===== config.mk =====
export PLATFORM = sky130hd
export DESIGN_NAME = muldiv_unit
export DESIGN_NICKNAME = d
export VERILOG_FILES = /design/src/rtl/muldiv_pkg.sv /design/src/rtl/cond_negate.sv /design/src/rtl/muldiv_unit.sv
export SDC_FILE = /design/constraint.sdc
export NUM_CORES = 1
export LEC_CHECK = 0
export BUFFER_PORTS_ARGS = -buffer_cell sky130_fd_sc_hd__buf_2
export CAP_MARGIN = 15
export CORE_UTILIZATION = 55
export DETAILED_ROUTE_END_ITERATION = 12
export PLACE_DENSITY = 0.74
export SYNTH_ARGS = -nofsm -noshare
export SYNTH_HDL_FRONTEND = slang
export SYNTH_SLANG_ARGS = --single-unit

===== constraint.sdc =====
create_clock -name clk_i -period 7.5 [get_ports clk_i]
set_clock_uncertainty 0.15 [all_clocks]
set_input_delay 1.5 -clock clk_i [delete_from_list [all_inputs] [get_ports clk_i]]
set_output_delay 1.5 -clock clk_i [all_outputs]
set_load 0.05 [all_outputs]

===== src/rtl/muldiv_pkg.sv =====
// Shared constants, state encoding and operand-sign helpers for the RV32M multiply/divide unit.
package muldiv_pkg;

  localparam logic [2:0] OP_MUL    = 3'b000;
  localparam logic [2:0] OP_MULH   = 3'b001;
  localparam logic [2:0] OP_MULHSU = 3'b010;
  localparam logic [2:0] OP_MULHU  = 3'b011;
  localparam logic [2:0] OP_DIV    = 3'b100;
  localparam logic [2:0] OP_DIVU   = 3'b101;
  localparam logic [2:0] OP_REM    = 3'b110;
  localparam logic [2:0] OP_REMU   = 3'b111;

  typedef enum logic [1:0] {
    ST_IDLE = 2'd0,
    ST_CALC = 2'd1,
    ST_DONE = 2'd2
  } state_e;

  localparam int unsigned ITER_CNT  = 32;
  localparam logic [31:0] DIV0_QUOT = 32'hFFFF_FFFF;
  localparam logic [31:0] INT_MIN   = 32'h8000_0000;

  function automatic logic is_div(input logic [2:0] op);
    return op[2];
  endfunction

  function automatic logic a_signed(input logic [2:0] op);
    return (op == OP_MULH) || (op == OP_MULHSU) || (op == OP_DIV) || (op == OP_REM);
  endfunction

  function automatic logic b_signed(input logic [2:0] op);
    return (op == OP_MULH) || (op == OP_DIV) || (op == OP_REM);
  endfunction

endpackage


===== src/rtl/cond_negate.sv =====
// Conditional two's-complement negation: out = neg ? -in : in.
module cond_negate #(
  parameter int unsigned Width = 32
) (
  input  logic             neg_i,
  input  logic [Width-1:0] in_i,
  output logic [Width-1:0] out_o
);

  assign out_o = neg_i ? (~in_i + Width'(1)) : in_i;

endmodule


===== src/rtl/muldiv_unit.sv =====
// Iterative RV32M multiply/divide unit (32-step shift-add / restoring divide).
// Define MULDIV_FAST_MUL_EN to complete all multiplies in a single cycle.
module muldiv_unit
  import muldiv_pkg::*;
#(
  parameter int unsigned XLEN = 32
) (
  input  logic            clk_i,
  input  logic            rst_i,
  input  logic            start_i,
  input  logic [2:0]      op_i,
  input  logic [XLEN-1:0] srca_i,
  input  logic [XLEN-1:0] srcb_i,
  output logic            busy_o,
  output logic            done_o,
  output logic [XLEN-1:0] result_o,
  output logic            div_zero_o
);

  state_e            state_q, state_d;
  logic [4:0]        cnt_q, cnt_d;
  logic [2:0]        op_q, op_d;
  logic              neg_a_q, neg_a_d, neg_b_q, neg_b_d;
  logic [XLEN-1:0]   b_q, b_d;
  logic [2*XLEN-1:0] acc_q, acc_d;
  logic              busy_q, busy_d, done_q, done_d, div_zero_q, div_zero_d;
  logic [XLEN-1:0]   result_q, result_d;

  // Operand magnitudes at accept time
  logic            sa, sb;
  logic [XLEN-1:0] mag_a, mag_b;

  assign sa = a_signed(op_i) & srca_i[XLEN-1];
  assign sb = b_signed(op_i) & srcb_i[XLEN-1];

  cond_negate #(.Width(XLEN)) u_mag_a (.neg_i(sa), .in_i(srca_i), .out_o(mag_a));
  cond_negate #(.Width(XLEN)) u_mag_b (.neg_i(sb), .in_i(srcb_i), .out_o(mag_b));

  // Fast-path detection and result
  logic            div_by_zero, div_ovf, fast_mul, fast_go;
  logic [XLEN-1:0] fast_res;

  assign div_by_zero = is_div(op_i) && (srcb_i == '0);
  assign div_ovf     = is_div(op_i) && !op_i[0] && (srca_i == INT_MIN) && (srcb_i == '1);

`ifdef MULDIV_FAST_MUL_EN
  logic [2*XLEN-1:0] fast_a, fast_b, fast_prod;
  assign fast_a    = {{XLEN{sa}}, srca_i};
  assign fast_b    = {{XLEN{sb}}, srcb_i};
  assign fast_prod = fast_a * fast_b;
  assign fast_mul  = !is_div(op_i);
`else
  assign fast_mul  = 1'b0;
`endif

  assign fast_go = div_by_zero | div_ovf | fast_mul;

  always_comb begin
    fast_res = '0;
    if (div_by_zero) begin
      fast_res = op_i[1] ? srca_i : DIV0_QUOT;
    end else if (div_ovf) begin
      fast_res = op_i[1] ? '0 : INT_MIN;
    end
`ifdef MULDIV_FAST_MUL_EN
    else if (fast_mul) begin
      fast_res = (op_i == OP_MUL) ? fast_prod[XLEN-1:0] : fast_prod[2*XLEN-1:XLEN];
    end
`endif
  end

  // One iteration step; acc holds {hi/rem, lo/multiplier/quotient}
  logic [XLEN:0]     mul_sum;
  logic [2*XLEN-1:0] mul_step, div_step, iter_next;
  logic              div_ge;
  logic [XLEN-1:0]   div_rem;

  assign mul_sum  = {1'b0, acc_q[2*XLEN-1:XLEN]} + (acc_q[0] ? {1'b0, b_q} : '0);
  assign mul_step = {mul_sum, acc_q[XLEN-1:1]};
  assign div_ge   = acc_q[2*XLEN-1:XLEN-1] >= {1'b0, b_q};
  assign div_rem  = acc_q[2*XLEN-2:XLEN-1] - b_q;
  assign div_step = div_ge ? {div_rem, acc_q[XLEN-2:0], 1'b1} : {acc_q[2*XLEN-2:0], 1'b0};
  assign iter_next = is_div(op_q) ? div_step : mul_step;

  // Sign fix-up: divides place the selected quotient/remainder in the low half
  logic              fix_neg;
  logic [2*XLEN-1:0] fix_in, fix_out;
  logic [XLEN-1:0]   fix_res;

  assign fix_neg = (is_div(op_q) && op_q[1]) ? neg_a_q : (neg_a_q ^ neg_b_q);
  assign fix_in  = !is_div(op_q) ? iter_next :
                   op_q[1] ? {{XLEN{1'b0}}, iter_next[2*XLEN-1:XLEN]} :
                             {{XLEN{1'b0}}, iter_next[XLEN-1:0]};

  cond_negate #(.Width(2*XLEN)) u_fix (.neg_i(fix_neg), .in_i(fix_in), .out_o(fix_out));

  assign fix_res = ((op_q == OP_MUL) || is_div(op_q)) ? fix_out[XLEN-1:0] :
                                                         fix_out[2*XLEN-1:XLEN];

  always_comb begin
    state_d    = state_q;
    cnt_d      = cnt_q;
    op_d       = op_q;
    neg_a_d    = neg_a_q;
    neg_b_d    = neg_b_q;
    b_d        = b_q;
    acc_d      = acc_q;
    busy_d     = 1'b0;
    done_d     = 1'b0;
    result_d   = result_q;
    div_zero_d = div_zero_q;
    unique case (state_q)
      ST_IDLE: begin
        if (start_i) begin
          op_d    = op_i;
          neg_a_d = sa;
          neg_b_d = sb;
          b_d     = mag_b;
          acc_d   = {{XLEN{1'b0}}, mag_a};
          cnt_d   = '0;
          if (fast_go) begin
            state_d    = ST_DONE;
            done_d     = 1'b1;
            result_d   = fast_res;
            div_zero_d = div_by_zero;
          end else begin
            state_d = ST_CALC;
            busy_d  = 1'b1;
          end
        end
      end
      ST_CALC: begin
        acc_d = iter_next;
        cnt_d = cnt_q + 5'd1;
        if (cnt_q == 5'(ITER_CNT - 1)) begin
          state_d    = ST_DONE;
          done_d     = 1'b1;
          result_d   = fix_res;
          div_zero_d = 1'b0;
        end else begin
          busy_d = 1'b1;
        end
      end
      ST_DONE: state_d = ST_IDLE;
      default: state_d = ST_IDLE;
    endcase
  end

  always_ff @(posedge clk_i or posedge rst_i) begin
    if (rst_i) begin
      state_q    <= ST_IDLE;
      cnt_q      <= '0;
      op_q       <= '0;
      neg_a_q    <= 1'b0;
      neg_b_q    <= 1'b0;
      b_q        <= '0;
      acc_q      <= '0;
      busy_q     <= 1'b0;
      done_q     <= 1'b0;
      result_q   <= '0;
      div_zero_q <= 1'b0;
    end else begin
      state_q    <= state_d;
      cnt_q      <= cnt_d;
      op_q       <= op_d;
      neg_a_q    <= neg_a_d;
      neg_b_q    <= neg_b_d;
      b_q        <= b_d;
      acc_q      <= acc_d;
      busy_q     <= busy_d;
      done_q     <= done_d;
      result_q   <= result_d;
      div_zero_q <= div_zero_d;
    end
  end

  assign busy_o     = busy_q;
  assign done_o     = done_q;
  assign result_o   = result_q;
  assign div_zero_o = div_zero_q;

endmodule


Word level (Yosys, flattened, before mapping) --
Cells that the tools add are included.
Operators by class: $add $sub $neg 6, order comparisons 1, eq/ne operators 11, muxes and demuxes 38, bitwise logic cells 7, reductions and logical operators 20
Operator list (number):
- 2-to-1 mux 32 bit | 12
- 2-to-1 mux 64 bit | 5
- case mux 64 bit (2 select lines) | 1
- adder 32 x 1 -> 32 bit, second input constant | 2
- adder 64 x 1 -> 64 bit, second input constant | 1
- == test 32 bit, second input constant | 2
- NOT 32 bit | 2
- NOT 64 bit | 1
- case mux 32 bit (2 select lines) | 1
- adder 32 x 32 -> 33 bit | 1
- greater-or-equal comparator 33 x 32 -> 1 bit | 1
- logical NOT 32 bit | 1
- subtractor 32 bit | 1
- 2-to-1 mux 1 bit | 10
- case mux 5 bit (2 select lines) | 1
- == test 3 bit, second input constant | 2
- logical OR 1 bit | 6
- 2-to-1 mux 2 bit | 3
- inequality test 2 bit, second input constant | 3
- case mux 1 bit (2 select lines) | 3
- AND reduction 2 bit | 3
- adder 5 x 1 -> 5 bit, second input constant | 1
- == test 5 bit, second input constant | 1
- logical AND 1 bit | 5
- 13 further kinds | 14
Word-level totals: register bits after elaboration 143, input port bits 70, output and inout port bits 35

Logic depth before layout (Yosys ltp) --
Gate-level depths: netlist of run 1.
depth in word-level cells 11, gate-level depth with buffers 24, gate-level depth less buffers 20

Modules after synthesis --
Synthesis of run 1 repeated with hierarchy kept, for this count alone.
Unflattened totals: cells, all modules 1959, area, all modules 15018.2 µm²
Modules (own cells, without submodules):
- muldiv_unit | times used 1, cells an instance 1555, area an instance 11815.1 µm², seq. area each 3578.4 µm²
- cond_negate (u_fix) | times used 1, cells an instance 206, area an instance 1649.1 µm², seq. area each 0.0 µm²
- cond_negate (u_mag_a ...) | times used 2, cells an instance 99, area an instance 777.0 µm², seq. area each 0.0 µm²

Worst setup path before layout of run 1 --
OpenSTA, ideal clock, no wires.
kind reg-to-reg, start point register acc_q[37], end point register result_q[0] (netlist: result_o[0]), arrival 5251 ps, slack 1973 ps, stages on the path, launching flop included 23, path buffers 3, cell sequence dfrtp_1 > ha_1 > a21oi_2 > o21a_2 > o221ai_2 > o31a_1 > nor2_2 > buf_4 > clkbuf_1 > buf_1 > nand2_1 > a31oi_1 > ha_1 > nand2_1 > nor4_1 > o32ai_1 > nor4b_4 > nand3_2 > or4_4 > or3_1 > nand3_1 > o21ai_1 > a221o_1
On the way: word-level cells in the longest chain between the ends 11, elaborated cells between the ends (all ways) 13, those cells by class add/sub: 3; order compare: 1; mux: 8; bitwise: 1
Ends and longest elaborated chain:
- from (decl) | line muldiv_unit.sv:25 | logic [2*XLEN-1:0] acc_q, acc_d;
- from (signal assigned) | line muldiv_unit.sv:157 | acc_q <= '0;
- from (signal assigned) | line muldiv_unit.sv:169 | acc_q <= acc_d;
- subtractor 32 bit or greater-or-equal comparator 33 x 32 -> 1 bit (tied branches) | line muldiv_unit.sv:81, muldiv_unit.sv:80
- 2-to-1 mux 64 bit | line muldiv_unit.sv:82 | assign div_step = div_ge ? {div_rem, acc_q[XLEN-2:0], 1'b1} : {acc_q[2*XLEN-2:0], 1'b0};
- 2-to-1 mux 64 bit (*) | line muldiv_unit.sv:83 | assign iter_next = is_div(op_q) ? div_step : mul_step;
- 2-to-1 mux 32 bit | line muldiv_unit.sv:92 | op_q[1] ? {{XLEN{1'b0}}, iter_next[2*XLEN-1:XLEN]} :
- 2-to-1 mux 64 bit (*) | line muldiv_unit.sv:91 | assign fix_in = !is_div(op_q) ? iter_next :
- NOT 64 bit | line cond_negate.sv:10 | assign out_o = neg_i ? (~in_i + Width'(1)) : in_i;
- adder 64 x 1 -> 64 bit | line cond_negate.sv:10
- 2-to-1 mux 64 bit (*) | line cond_negate.sv:10
- 2-to-1 mux 32 bit (*) | line muldiv_unit.sv:97 | assign fix_res = ((op_q == OP_MUL) || is_div(op_q)) ? fix_out[XLEN-1:0] :
- 2-to-1 mux 32 bit (*) | line muldiv_unit.sv:135 | if (cnt_q == 5'(ITER_CNT - 1)) begin
- case mux 32 bit (2 select lines) (*) | line muldiv_unit.sv:112 | unique case (state_q)
- to (signal assigned) | line muldiv_unit.sv:172 | result_q <= result_d;
- to (decl) | line muldiv_unit.sv:27 | logic [XLEN-1:0] result_q, result_d;
Mark *: on every way between the ends. The rest lies on a longest branch, timed or not. The select of a mux whose other input is x is not followed. A chain may end at the register's enable or synchronous reset.

Worst setup path in the final report of run 1 --
start point register acc_q[56], end point register result_q[8] (netlist: result_o[8])
The elaborated chain is that of the path after synthesis.

==> flow_summary_export.csv, run 1 <==
group,metric,value,unit
outcome,run_status,"completed",
clocking,clk_pin_slew,70,ps
global_route,grt_max_degree,94,
synth,synth_top_family_by_area,"compound AO/OA/AOI/OAI gates",
synth,netlist_area,15100,sq um
detailed_routing,num_vias,16632,
clocking,tritoncts,"yes",
placed_design,port_buffers,104,
global_route,grt_pass1_vias,15354,
flow_run,maxCapViolations,0,
critical_path,slowest_stage,"or4_4",
timing,drv_slew,0,
critical_path,crit_arrival,6680,ps
die,initial_core_util,0.561,
detailed_routing,viasPerCell,6.80,
critical_path,critical_path.max_fanout,13,
synth,synth_compound_area_frac,0.285,
placed_design,gp_congestion,0.992,
detailed_routing,drtPass1Iterations,6,
detailed_routing,wire_per_inst,24.8,um
global_route,antenna_found_initial,6,
placed_design,dpl.hpwl,46600,um
clocking,cts_hold_buf,0,
critical_path,cp_top_family,"simple AND/OR/NAND/NOR gates",
clocking,cts-htree-levels,4,
die,rows,60,
synth,yosys.area_share.xor_xnor,0.0779,
cells_and_area,fin_nets,2228,
timing,setup_violations,0,
clocking,clock_sinks,143,
global_route,overflow,0,
clocking,cts_buffer_depth,2,
clocking,clk_latency,450,ps
synth,synthAdderAreaFrac,0.0608,
critical_path,cp.required,7680,ps
die,die-area,28100,sq um
die,pin_count,105,
clocking,cts_buffers,17,
timing,setup-tns-final,0,ps
synth,synth-simple-area-share,0.250,
clocking,cts-root-buf,"clkbuf_16",
synth,syn_avg_cell_area,7.37,sq um
critical_path,crit_path_start_kind,"flop",
timing,slew-limit-headroom,0.367,
timing,worstMarginPinSlew,949,ps
clocking,post_cts_resized,0,
die,dieWidth,168,um
synth,synthCells,2044,
hold_path,worst_hold_path_type,"flop to flop",
timing,fmax,154,MHz
synth,synth_edf_count,0,
synth,muxShareOfSynthArea,0.0394,
critical_path,worstPathCellList,"ha_1 -> nand2_1 -> nor4_1 -> a22oi_1 -> and3_1 -> nand2_2 -> nand3_1 -> a31oi_1 -> ha_1 -> nand2_1 -> nor4_1 -> o32ai_1 -> nor4b_4 -> nand3_2 -> or4_4 -> nor2b_1 -> a21oi_1 -> xor2_1 -> a21o_1",
global_route,grt_pass1_wl,91900,um
timing,layout_min_cycle_time,6510,ps
critical_path,ff2ff_setup_slack,990,ps
timing,post-route-period-util,0.867,
cells_and_area,syn2layout_area_growth,9.11,%
critical_path,crit_type,"flop to flop",
detailed_routing,drc,0,
cells_and_area,layout_commonest_cell,"nand2_1",
critical_path,slowest_delay,610,ps
cells_and_area,multi_input_comb_area,10800,sq um
cells_and_area,final.fill_count,2519,
clocking,post_cts_buffers,0,
cells_and_area,final_cell_mix,"258 x nand2_1, 207 x a21oi_1, 188 x o21ai_0",
synth,synthArstFlopShare,1.00,
die,die_height,168,um
cells_and_area,drive_above_1_share,0.115,
detailed_routing,drtAntennaViolNets,0,
synth,synth-seq-cells,143,
critical_path,critPathBufInv,0,
synth,ys_warn_count,0,
detailed_routing,drt_iter0_drc,2155,
timing,rsz0062_at_grt,"no",
synth,ys_types,95,
synth,synth_ff_type,"dfrtp_1",
cells_and_area,seq_area,3580,sq um
global_route,track_usage,0.431,
critical_path,cp-end-kind,"flop",
timing,final_hold_viol_count,0,
die,core,26900,sq um
synth,ys_seq_area_frac,0.238,
detailed_routing,wl,60600,um
synth,synth_fp_nets,2186,
==> registers in the layout (all words and copies together) (netlist names) <==
register,flops
cnt_q,5
busy_o,1
b_q,32
neg_b_q,1
state_q,2
done_o,1
result_o,32
neg_a_q,1
acc_q,64
op_q,3
div_zero_o,1
==> metal layers <==
layer | up-vias | track usage | routed length, um
met5 | - | 0 | 28
met1 | 7857 | 0.574 | 24700
met3 | 207 | 0.0957 | 6190
met4 | 4 | 0.201 | 3120
met2 | 1011 | 0.663 | 26600
li1 | 7553 | - | -
==> tightest hold or removal path, delay by kind of cell (launching register included) <==
kind / cells / cell delay [ps]
AO/OA/AOI/OAI: 1 / 60
flip-flops: 1 / 340
AND/OR/NAND/NOR: 1 / 50
==> synth_stat cells, types with 38 or more instances <==
master    instances  share of area
a21oi_1         207          0.069
and2_1           38          0.016
clkbuf_1         88          0.022
dfrtp_1         143           0.24
ha_1             70          0.058
inv_1            70          0.017
mux2i_1          39          0.026
nand2_1         259          0.065
nand3_1          42          0.014
nor2_1          154          0.038
nor2b_1          46          0.019
nor3_1           68          0.023
o21ai_0         188          0.062
xnor2_1          79          0.046
xor2_1           55          0.032
==> per-stage QoR <==
step	hold WS, ps	area [sq um]	utilization	setup WS, ps	instances
5_1_grt	348	16400	0.611	724	2440
2_1_floorplan	300	15100	-	1970	2044
4_1_cts	334	16400	0.611	1260	2439
3_5_place_dp	317	15800	0.589	1290	2407
6_report	336	16400	0.612	995	2447
3_3_place_gp	308	15800	0.589	1350	2407
==> area by class of cell <==
class,count,share of cell area
inverters,70,0.0163
clock buffers,19,0.0263
repair buffers,139,0.0476
multi-input cells,1715,0.656
clock inverters,13,0.00852
diodes,7,0.00107
well taps,341,0.0260
flip-flops and latches,143,0.218
==> final timing paths <==
path | startpoint | end | cells after the start
setup / recovery | acc_q[56]$_DFFE_PP0P_ | result_o[8]$_DFFE_PP0P_ | 19
hold / removal | div_zero_o$_DFFE_PP0P_ | div_zero_o$_DFFE_PP0P_ | 2
setup reg to reg | acc_q[56]$_DFFE_PP0P_ | result_o[8]$_DFFE_PP0P_ | 19
hold reg to reg | div_zero_o$_DFFE_PP0P_ | div_zero_o$_DFFE_PP0P_ | 2
max in group asynchronous | rst_i | op_q[2]$_DFFE_PP0P_ | 3
min in group asynchronous | rst_i | result_o[3]$_DFFE_PP0P_ | 2
==> cell families (layout without fill, tap and decap cells) <==
family / after synthesis / in the layout
and+or+nand+nor: 764 / 764
AOI/OAI and AO/OA: 688 / 688
buffers and inverters: 186 / 241
DFF: 143 / 143
xor gates and xnor gates: 134 / 134
adders and majority gates: 72 / 72
muxes: 57 / 57
other: 0 / 7
Power of run 1 is left out: the tool's default activity adds up to more than one toggle a clock period on the data nets, which glitch-free logic cannot reach.
==> run 2: changes to the inputs <==
Settings changed: BUFFER_PORTS_ARGS -buffer_cell sky130_fd_sc_hd__buf_2 to -buffer_cell sky130_fd_sc_hd__buf_4, CORE_UTILIZATION 55 to 30, PLACE_DENSITY 0.74 to unset.
==> run 2 against run 1 <==
- register-to-register slack got worse by 180 ps
- sequential share of layout area fell by 0.81 points
- fmax decreased by 2.7%
- highest routed layer is now met4
- first-iteration DRC count down 18%
- critical path depth increased by 1
- utilization is 27 points lower
- count of clock-buffer cells in the layout unchanged
- largest cell class unchanged
- final cell count grew 13%
- routed wire length up 11%
==> flow_summary_export.csv, run 2 (synthesized netlist as in run 1, its figures left out) <==
group,metric,value,unit
die,initial_core_util,0.306,
critical_path,r2r-start,"b_q[25]$_DFFE_PP0P_",
global_route,overflow,0,
cells_and_area,drive_above_1_share,0.114,
critical_path,crit_type,"flop to flop",
cells_and_area,final_cell_mix,"258 x nand2_1, 207 x a21oi_1, 188 x o21ai_0",
critical_path,reg2reg_to,"result_o[6]$_DFFE_PP0P_",
critical_path,ff2ff_setup_slack,810,ps
die,pin_count,105,
critical_path,slowest_delay,870,ps
global_route,grt_pass1_wl,99700,um
placed_design,port_buffers,104,
critical_path,path_depth,20,
global_route,antenna_found_initial,0,
detailed_routing,drtPass1Iterations,8,
die,dieWidth,226,um
critical_path,critical_path.max_fanout,13,
clocking,post_cts_buffers,0,
critical_path,crit_path_start_kind,"flop",
timing,setup_violations,0,
critical_path,cp-end-kind,"flop",
cells_and_area,regMostFlops,"acc_q",
timing,rsz0062_at_grt,"no",
clocking,clk_pin_slew,70,ps
timing,post-route-period-util,0.892,
timing,layout_min_cycle_time,6690,ps
flow_run,maxCapViolations,0,
cells_and_area,layout_commonest_cell,"nand2_1",
die,die_height,226,um
clocking,clock_sinks,143,
detailed_routing,wire_per_inst,24.3,um
global_route,grt_pass1_vias,15384,
detailed_routing,num_vias,16532,
global_route,track_usage,0.262,
critical_path,reg2reg_depth,20,
clocking,tritoncts,"yes",
detailed_routing,viasPerCell,5.98,
timing,worstMarginPinSlew,1150,ps
clocking,cts-root-buf,"clkbuf_16",
timing,final_hold_viol_count,0,
clocking,clk_latency,470,ps
cells_and_area,largest_reg_flops,64,
cells_and_area,syn2layout_area_growth,13.3,%
clocking,cts_buffer_depth,2,
clocking,cts_buffers,17,
critical_path,cp.required,7700,ps
timing,slew-limit-headroom,0.233,
detailed_routing,drtAntennaViolNets,0,
cells_and_area,post-route-util,0.347,
placed_design,dpl.hpwl,52700,um
clocking,cts-htree-levels,4,
die,rows,81,
critical_path,cp_top_family,"simple AND/OR/NAND/NOR gates",
placed_design,gp_congestion,0.991,
clocking,cts_hold_buf,0,
clocking,post_cts_resized,0,
die,die-area,51100,sq um
timing,fmax,150,MHz
detailed_routing,drc,0,
timing,drv_slew,0,
global_route,grt_max_degree,85,
critical_path,critPathBufInv,1,
outcome,run_status,"completed",
hold_path,worst_hold_path_type,"flop to flop",
timing,setup-tns-final,0,ps
cells_and_area,fin_nets,2227,
detailed_routing,wl,67000,um
detailed_routing,drt_iter0_drc,1766,
critical_path,cp-endpoint,"result_o[6]$_DFFE_PP0P_",
critical_path,startpoint,"b_q[25]$_DFFE_PP0P_",
critical_path,slowest_stage,"nor3_1",
critical_path,crit_arrival,6890,ps
die,core,49300,sq um
critical_path,worstPathCellList,"inv_1 -> ha_1 -> nand2_1 -> nor4_1 -> a22oi_1 -> and3_1 -> nand2_2 -> nand3_1 -> a31oi_1 -> ha_1 -> nand2_1 -> nor4_1 -> o32ai_1 -> nor4b_4 -> nand3_2 -> nor3_1 -> nand3b_1 -> nor3_1 -> o21ai_1 -> a221o_1",
[run 2: changes by cell type in the layout (fill, tap and decap cells not counted)]
| cell | before | now |
|---|---|---|
| buf_4 | 35 | 138 |
| inv_6 | 2 | 6 |
| buf_2 | 104 | 0 |
| inv_8 | 0 | 1 |
| nand2b_2 | 2 | 1 |
| bufinv_16 | 2 | 1 |
| diode_2 | 7 | 1 |
| nand2b_1 | 17 | 18 |
| clkbuf_1 | 2 | 1 |
| clkinv_2 | 3 | 2 |
| clkinv_4 | 3 | 0 |
| clkbuf_8 | 0 | 1 |
[run 2: metal layers]
layer | part of all wire | track usage | vias to the layer above
met3 | 0.072 | 0.0376 | 158
met4 | 0.054 | 0.135 | 0
met1 | 0.43 | 0.347 | 7979
met2 | 0.45 | 0.411 | 856
met5 | 0 | 0 | -
li1 | - | - | 7539
[run 2: worst register-to-register path, cell delays in order, from the launching register on]
cell and delay (ps):
dfrtp_1 430, inv_1 70, ha_1 470, nand2_1 230, nor4_1 550, a22oi_1 220
and3_1 500, nand2_2 180, nand3_1 90, a31oi_1 320, ha_1 270, nand2_1 60
nor4_1 300, o32ai_1 220, nor4b_4 390, nand3_2 190, nor3_1 880, nand3b_1 390
nor3_1 270, o21ai_1 80, a221o_1 320
[run 2: area by class of cell]
type                            count  area (sq um)
Fill cell                        5292         32200
Multi-Input combinational cell   1715         10800
Antenna cell                        1          2.50
Inverter                           70           268
Clock buffer                       19           443
Timing Repair Buffer              138          1040
Clock inverter                     13           125
Tap cell                          664           831
Sequential cell                   143          3580
[run 2: per-stage QoR]
step	cells	hold slack (ps)	setup WS (ps)	cell area, sq um
3_5_place_dp	2729	326	1130	16500
4_1_cts	2761	341	1080	17100
2_1_floorplan	2044	300	1970	15100
5_1_grt	2762	370	525	17100
3_3_place_gp	2729	316	1060	16500
6_report	2763	341	813	17100
[run 2: how the worst min path moves through the flow]
stage	startpoint	endpoint	slack [ps]	cells past startpoint
floorplan	neg_b_q$_DFFE_PP0P_	neg_b_q$_DFFE_PP0P_	300	2
global placement	div_zero_o$_DFFE_PP0P_	div_zero_o$_DFFE_PP0P_	320	2
detailed placement	div_zero_o$_DFFE_PP0P_	div_zero_o$_DFFE_PP0P_	330	2
CTS	div_zero_o$_DFFE_PP0P_	div_zero_o$_DFFE_PP0P_	340	2
global route	div_zero_o$_DFFE_PP0P_	div_zero_o$_DFFE_PP0P_	370	2
finish	div_zero_o$_DFFE_PP0P_	div_zero_o$_DFFE_PP0P_	340	2
Power of run 2 is left out for the same reason.
